## config.mk

```make
export PLATFORM = sky130hd
export DESIGN_NAME = cpu6_mmu_flat
export DESIGN_NICKNAME = d
export VERILOG_FILES = /design/src/rtl/cpu6_pkg.sv /design/src/rtl/cpu6_mmu_if.sv /design/src/rtl/mmu_page_ram.sv /design/src/rtl/cpu6_mmu.sv /design/src/flat_wrapper.sv
export SDC_FILE = /design/constraint.sdc
export NUM_CORES = 2
export LEC_CHECK = 0
export ABC_AREA = 1
export BUFFER_PORTS_ARGS = -buffer_cell sky130_fd_sc_hd__buf_2
export CAP_MARGIN = 30
export CELL_PAD_IN_SITES_DETAIL_PLACEMENT = 1
export CELL_PAD_IN_SITES_GLOBAL_PLACEMENT = 2
export CORE_ASPECT_RATIO = 0.75
export CORE_MARGIN = 4
export CORE_UTILIZATION = 44
export CTS_BUF_LIST = sky130_fd_sc_hd__clkbuf_16
export CTS_CLUSTER_SIZE = 28
export DETAILED_ROUTE_END_ITERATION = 12
export PLACE_DENSITY = 0.8
export SYNTH_ARGS = -nofsm -noshare
export SYNTH_HDL_FRONTEND = slang
export SYNTH_SLANG_ARGS = --single-unit
export TNS_END_PERCENT = 100
```

## constraint.sdc

```tcl
create_clock -name clock -period 17.35 [get_ports clock]
set_clock_uncertainty 0.15 [all_clocks]
set_input_delay 0.8675 -clock clock [delete_from_list [all_inputs] [get_ports clock]]
set_output_delay 0.8675 -clock clock [all_outputs]
set_load 0.01 [all_outputs]
```

## src/rtl/cpu6_pkg.sv

```systemverilog
// cpu6_pkg: shared address widths and FSM states for the cpu6 MMU.
package cpu6_pkg;
   localparam int LADDR_W    = 16;
   localparam int PADDR_W    = 18;
   localparam int FRAME_W    = 7;
   localparam int PAGE_SHIFT = 11;
   typedef enum logic [1:0] {INIT, RUN, FAULT} state_t;
endpackage

```

## src/rtl/cpu6_mmu_if.sv

```systemverilog
// cpu6_mmu_if: CPU request, page-table update and translated-access signals of the MMU.
interface cpu6_mmu_if;
   logic                           req_valid;
   logic [cpu6_pkg::LADDR_W-1:0]   req_addr;
   logic                           req_write;
   logic                           req_ready;
   logic                           ptb_load;
   logic [2:0]                     ptb_in;
   logic                           pt_write;
   logic [4:0]                     pt_index;
   logic [7:0]                     pt_data;
   logic                           phys_valid;
   logic [cpu6_pkg::PADDR_W-1:0]   phys_addr;
   logic                           phys_write;
   logic                           fault;
   logic [cpu6_pkg::LADDR_W-1:0]   fault_addr;
   logic                           fault_clear;
   modport master (
      output req_valid, req_addr, req_write, ptb_load, ptb_in, pt_write, pt_index, pt_data, fault_clear,
      input  req_ready, phys_valid, phys_addr, phys_write, fault, fault_addr
   );
   modport slave (
      input  req_valid, req_addr, req_write, ptb_load, ptb_in, pt_write, pt_index, pt_data, fault_clear,
      output req_ready, phys_valid, phys_addr, phys_write, fault, fault_addr
   );
endinterface

```

## src/rtl/mmu_page_ram.sv

```systemverilog
// mmu_page_ram: page-table entry storage, synchronous write and combinational read.
module mmu_page_ram #(
   parameter int DEPTH = 256,
   parameter int AW    = 8
) (
   input  logic          clock,
   input  logic          wr_en,
   input  logic [AW-1:0] wr_idx,
   input  logic [7:0]    wr_data,
   input  logic [AW-1:0] rd_idx,
   output logic [7:0]    rd_data
);
   logic [7:0] mem [DEPTH];

   always_ff @(posedge clock) begin
      if (wr_en) mem[wr_idx] <= wr_data;
   end

   assign rd_data = mem[rd_idx];
endmodule

```

## src/rtl/cpu6_mmu.sv

```systemverilog
// cpu6_mmu: paged MMU translating 16-bit CPU addresses into 18-bit physical addresses.
// Define CPU6_MMU_WRITE_PROTECT_EN to trap writes to write-protected pages.
module cpu6_mmu
   import cpu6_pkg::*;
#(
   parameter int INIT_IDENTITY = 1,
   parameter int PT_TABLES     = 8
) (
   input logic       clock,
   input logic       reset,
   cpu6_mmu_if.slave bus
);
   localparam int ENTRIES = PT_TABLES * 32;
   localparam int IDX_W   = $clog2(ENTRIES);
   localparam int PAGE_W  = LADDR_W - PAGE_SHIFT;

   state_t           state;
   logic [7:0]       cnt;
   logic [2:0]       ptb;
   logic [7:0]       entry;
   logic [7:0]       wr_data;
   logic [IDX_W-1:0] wr_idx;
   logic [IDX_W-1:0] rd_idx;
   logic             in_init;
   logic             wr_en;
   logic             accept;
   logic             wp_hit;
   logic             pass;

   assign in_init       = state == INIT;
   assign bus.req_ready = state == RUN;
   assign accept        = bus.req_valid && state == RUN;
   assign pass          = accept && !wp_hit;
   assign rd_idx        = IDX_W'({ptb, bus.req_addr[LADDR_W-1:PAGE_SHIFT]});
   // The power-up sweep owns the write port, so CPU table writes are locked out until it ends.
   assign wr_en   = in_init || bus.pt_write;
   assign wr_idx  = in_init ? IDX_W'(cnt) : IDX_W'({ptb, bus.pt_index});
   assign wr_data = in_init ? (INIT_IDENTITY != 0 ? 8'(cnt[PAGE_W-1:0]) : 8'h00) : bus.pt_data;

   mmu_page_ram #(.DEPTH(ENTRIES), .AW(IDX_W)) ram (
      .clock   (clock),
      .wr_en   (wr_en),
      .wr_idx  (wr_idx),
      .wr_data (wr_data),
      .rd_idx  (rd_idx),
      .rd_data (entry)
   );

   always_ff @(posedge clock or posedge reset) begin
      if (reset) begin
         state          <= INIT;
         cnt            <= '0;
         ptb            <= '0;
         bus.phys_valid <= 1'b0;
         bus.phys_addr  <= '0;
         bus.phys_write <= 1'b0;
      end else begin
         bus.phys_valid <= pass;
         if (pass) begin
            bus.phys_addr  <= {entry[FRAME_W-1:0], bus.req_addr[PAGE_SHIFT-1:0]};
            bus.phys_write <= bus.req_write;
         end
         if (!in_init && bus.ptb_load) ptb <= bus.ptb_in;
         if (in_init) cnt <= cnt + 8'd1;
         if (in_init && cnt == 8'(ENTRIES - 1)) state <= RUN;
         else if (wp_hit) state <= FAULT;
         else if (state == FAULT && bus.fault_clear) state <= RUN;
      end
   end

`ifdef CPU6_MMU_WRITE_PROTECT_EN
   assign wp_hit = accept && bus.req_write && entry[7];

   always_ff @(posedge clock or posedge reset) begin
      if (reset) begin
         bus.fault      <= 1'b0;
         bus.fault_addr <= '0;
      end else if (wp_hit) begin
         bus.fault      <= 1'b1;
         bus.fault_addr <= bus.req_addr;
      end else if (bus.fault_clear) begin
         bus.fault <= 1'b0;
      end
   end
`else
   logic unused;
   assign wp_hit         = 1'b0;
   assign bus.fault      = 1'b0;
   assign bus.fault_addr = '0;
   assign unused         = ^{bus.fault_clear, entry[7]};
`endif
endmodule

```

## src/flat_wrapper.sv

```systemverilog
// flat-port wrapper written by rule: the top's interface ports become plain ports
module cpu6_mmu_flat import cpu6_pkg::*;
#(
   parameter int INIT_IDENTITY = 1,
   parameter int PT_TABLES     = 8
)
  (clock, reset, bus_req_valid, bus_req_addr, bus_req_write, bus_ptb_load, bus_ptb_in, bus_pt_write, bus_pt_index, bus_pt_data, bus_fault_clear, bus_req_ready, bus_phys_valid, bus_phys_addr, bus_phys_write, bus_fault, bus_fault_addr);
  cpu6_mmu_if bus_i ();
  input logic clock;
  input logic reset;
  input wire logic [$bits(bus_i.req_valid)-1:0] bus_req_valid;
  input wire logic [$bits(bus_i.req_addr)-1:0] bus_req_addr;
  input wire logic [$bits(bus_i.req_write)-1:0] bus_req_write;
  input wire logic [$bits(bus_i.ptb_load)-1:0] bus_ptb_load;
  input wire logic [$bits(bus_i.ptb_in)-1:0] bus_ptb_in;
  input wire logic [$bits(bus_i.pt_write)-1:0] bus_pt_write;
  input wire logic [$bits(bus_i.pt_index)-1:0] bus_pt_index;
  input wire logic [$bits(bus_i.pt_data)-1:0] bus_pt_data;
  input wire logic [$bits(bus_i.fault_clear)-1:0] bus_fault_clear;
  output wire logic [$bits(bus_i.req_ready)-1:0] bus_req_ready;
  output wire logic [$bits(bus_i.phys_valid)-1:0] bus_phys_valid;
  output wire logic [$bits(bus_i.phys_addr)-1:0] bus_phys_addr;
  output wire logic [$bits(bus_i.phys_write)-1:0] bus_phys_write;
  output wire logic [$bits(bus_i.fault)-1:0] bus_fault;
  output wire logic [$bits(bus_i.fault_addr)-1:0] bus_fault_addr;
  assign bus_i.req_valid = bus_req_valid;
  assign bus_i.req_addr = bus_req_addr;
  assign bus_i.req_write = bus_req_write;
  assign bus_i.ptb_load = bus_ptb_load;
  assign bus_i.ptb_in = bus_ptb_in;
  assign bus_i.pt_write = bus_pt_write;
  assign bus_i.pt_index = bus_pt_index;
  assign bus_i.pt_data = bus_pt_data;
  assign bus_i.fault_clear = bus_fault_clear;
  assign bus_req_ready = bus_i.req_ready;
  assign bus_phys_valid = bus_i.phys_valid;
  assign bus_phys_addr = bus_i.phys_addr;
  assign bus_phys_write = bus_i.phys_write;
  assign bus_fault = bus_i.fault;
  assign bus_fault_addr = bus_i.fault_addr;
  cpu6_mmu #(.INIT_IDENTITY(INIT_IDENTITY), .PT_TABLES(PT_TABLES)) u_core (.clock(clock), .reset(reset), .bus(bus_i));
endmodule
```

==> impl_metrics.ini <==
[logic_synthesis]
ys_ff_latch = 1824
synth.avg_cell_area_um2 = 11.7
synth.distinct_cells = 21
synth_cells = 6371
syn_area_um2 = 74600
synth_seq_area_share_pct = 73.2
yosys_warnings = 0

[global_routing]
met3_usage_pct = 5.11
grt_pass1_vias = 50173
busiest_layer = met2
antenna_found_initial = 12
grt_max_degree = 196
grt-ovfl-total = 0
met1_usage_pct = 36.7
use_met2_pct = 38.8
grt_first_pass_wirelength_um = 331000
grt_use_total_pct = 25.2

[clock_network]
htreeDepth = 4
clock_latency_ps = 810
cts_buffer_depth = 3
clk_pin_slew_ps = 60
cts_inserted_buffers = 180
cts_tree = done
clockRootBuffer = clkbuf_16
postCtsSetupBuffers = 0
cts_sinks = 1824

[setup_path]
cp-endpoint = u_core.bus.phys_addr[16]$_DFFE_PP0P_
worstSetupStartpoint = bus_req_addr[12]
rr_worst_depth = 6
r2r_start = u_core.ptb[1]$_DFFE_PP0P_
critPathKind = input port to register
critPathArrivalTime_ps = 6280
cp_max_fo = 130
worstSetupStartpointType = input port
cp.required_ps = 17890
end_kind = register
r2r-end = u_core.ram.mem[109][6]$_DFFE_PP_
r2r_slack_ps = 12830

[detailed_routing]
drtPass1Iterations = 6
num_vias = 49619
drt.antenna.violating_nets = 0
wl_um = 224000
drc = 0
vias_per_cell = 5.74
wire_per_inst_um = 25.9
drt-initial-drc-count = 5331

[timing]
finalCriticalPeriod_ps = 5730
tns_ps = 0
hold_viol = 0
rsz0062_at_grt = false
worst_slew_pin_slew_ps = 1180
setup_viol = 0
relSlewSlack_pct = 21.4
maxSlewViolCount = 0
finalCritPeriodShare_pct = 33.0
setup_ws_ps = 11620
whs_ps = 99.8
max_freq_mhz = 174

[layout]
drive_gt1_share_pct = 6.67
multi_input_area_um2 = 17600
syn2layout_area_growth_pct = 10.4
fin_area_um2 = 82300
fillCellCount = 17329
seq_area_um2 = 54600
layout.nets = 6307

[floorplanning]
start_util_pct = 44.4
die_area_um2 = 176000
die_w_um = 483
core-area_um2 = 168000
io_pins = 77
fp-row-count = 130
die_h_um = 365

[power_and_ir_drop]
powerDensity_nw_per_um2 = 110
total_power_uw = 9100
vdd_drop_max_mv = 0.107
leakage_uw = 0.0286

[placement]
preCtsSetupSlack_ps = 10900
numPortBuffers = 57
routabilityCongestion = 0.795
dpl_cell_area_um2 = 76400
place.detailed.hpwl_um = 127000

[run]
maxCapViolCount = 0

[status]
status = finished, final reports clean

[hold_path]
hold_path.class = input port to register
-- state kept, by name, summed over array words and instances (netlist names) --
name / flops
u_core.bus.phys_addr: 18
u_core.bus.phys_valid: 1
u_core.bus.phys_write: 1
u_core.cnt: 8
u_core.ptb: 3
u_core.ram.mem: 1792
u_core.state: 1
-- per-layer routing --
layer  share of wire (%)  vias up
li1                    -    22216
met1                  45    25356
met2                  45     1723
met3                 7.9      318
met4                 2.4        6
met5               0.013        -
-- cells by family (layout without fill, tap and decap cells) --
group	count (synthesis)	count (layout)	synth area share, %
AND/OR/NAND/NOR	4023	4023	23.2
flip-flops	1824	1824	73.2
buffers and inverters	502	520	3.42
AO/OA/AOI/OAI	15	15	0.101
XOR/XNOR	5	5	0.0587
adder cells (fa/ha/maj)	1	1	0.0168
other	1	19	0.00503
-- cells in the mapped netlist --
library cell / count / area, um^2
a21oi_1: 7 / 35.0
and2_1: 1 / 6.26
buf_1: 31 / 116
buf_2: 274 / 1370
buf_4: 70 / 526
buf_6: 8 / 90.1
clkbuf_1: 67 / 251
clkinv_1: 2 / 7.51
conb_1: 1 / 3.75
dfrtp_1: 32 / 801
edfxtp_1: 1792 / 53800
ha_1: 1 / 12.5
inv_1: 47 / 176
inv_2: 3 / 11.3
nand2_1: 1971 / 7400
nand3_1: 1753 / 8770
nor2_1: 293 / 1100
nor3_1: 5 / 25.0
o21ai_0: 8 / 40.0
xnor2_1: 2 / 17.5
xor2_1: 3 / 26.3
-- cell usage in the layout (no fill, tap or decap) --
cell,Yosys,final
and2_1,1,1
buf_8,0,2
inv_4,0,1
dfrtp_1,32,32
xnor2_1,2,2
nand2_4,0,2
a21oi_1,7,7
o21ai_4,0,3
inv_1,47,76
nor3_1,5,5
nand2_1,1971,1956
inv_6,0,5
buf_16,0,8
bufinv_16,0,20
buf_2,274,53
dlygate4sd3_1,0,1
nand3_1,1753,1753
o21ai_0,8,5
xor2_1,3,3
clkinv_2,0,42
clkinv_1,2,34
buf_4,70,69
clkbuf_16,0,186
clkbuf_8,0,1
edfxtp_1,1792,1792
clkinvlp_4,0,3
buf_12,0,14
conb_1,1,17
diode_2,0,2
ha_1,1,1
inv_8,0,5
nor2_1,293,293
nand2_2,0,13
-- through the flow --
step	instances	utilization, %
5_1_grt	8649	49.0
2_1_floorplan	6387	-
6_report	8651	49.0
3_3_place_gp	8310	45.3
4_1_cts	8644	48.9
3_5_place_dp	8323	45.5
-- worst min-delay path by stage --
stage	startpoint	end	cells after the start
floorplan	u_core.cnt[7]$_DFFE_PP0N_	u_core.cnt[7]$_DFFE_PP0N_	1
global placement	u_core.bus.phys_addr[2]$_DFFE_PP0P_	u_core.bus.phys_addr[2]$_DFFE_PP0P_	2
detailed placement	u_core.bus.phys_addr[10]$_DFFE_PP0P_	u_core.bus.phys_addr[10]$_DFFE_PP0P_	2
CTS	bus_req_addr[1]	u_core.bus.phys_addr[1]$_DFFE_PP0P_	3
global route	bus_req_addr[9]	u_core.bus.phys_addr[9]$_DFFE_PP0P_	3
finish	bus_req_addr[1]	u_core.bus.phys_addr[1]$_DFFE_PP0P_	3
-- critical path: stages --
cell and delay (ps):
buf_8 180, inv_8 850, buf_4 830, buf_12 510
buf_4 870, nand3_1 230, nand3_1 140, nand3_1 120
nand3_1 180, nand3_1 300, nand2_1 160, nand2_1 60
nand3_1 230, nand2_1 90, nand2_1 60, nand2_1 80
-- report_power, final --
part,internal (uW),total (uW),switching [uW]
Sequential,4760,4760,0
Combinational,111,430,318
Clock,2230,3900,1680
-- what timing repair did --
action | 4_1_cts | 5_1_grt
gates resized for setup | 0 | 0
hold endpoints to repair | 32 | 0
hold buffers | 1 | 0
-- area by class of cell --
cell class | instances | area share (%)
Clock buffer | 186 | 5.65
Tap cell | 2244 | 3.41
Sequential cell | 1824 | 66.3
Inverter | 52 | 0.287
Timing Repair Buffer | 148 | 1.62
Multi-Input combinational cell | 4061 | 21.3
Antenna cell | 2 | 0.00608
Clock inverter | 134 | 1.36
Power figures use the tool's default switching activity.
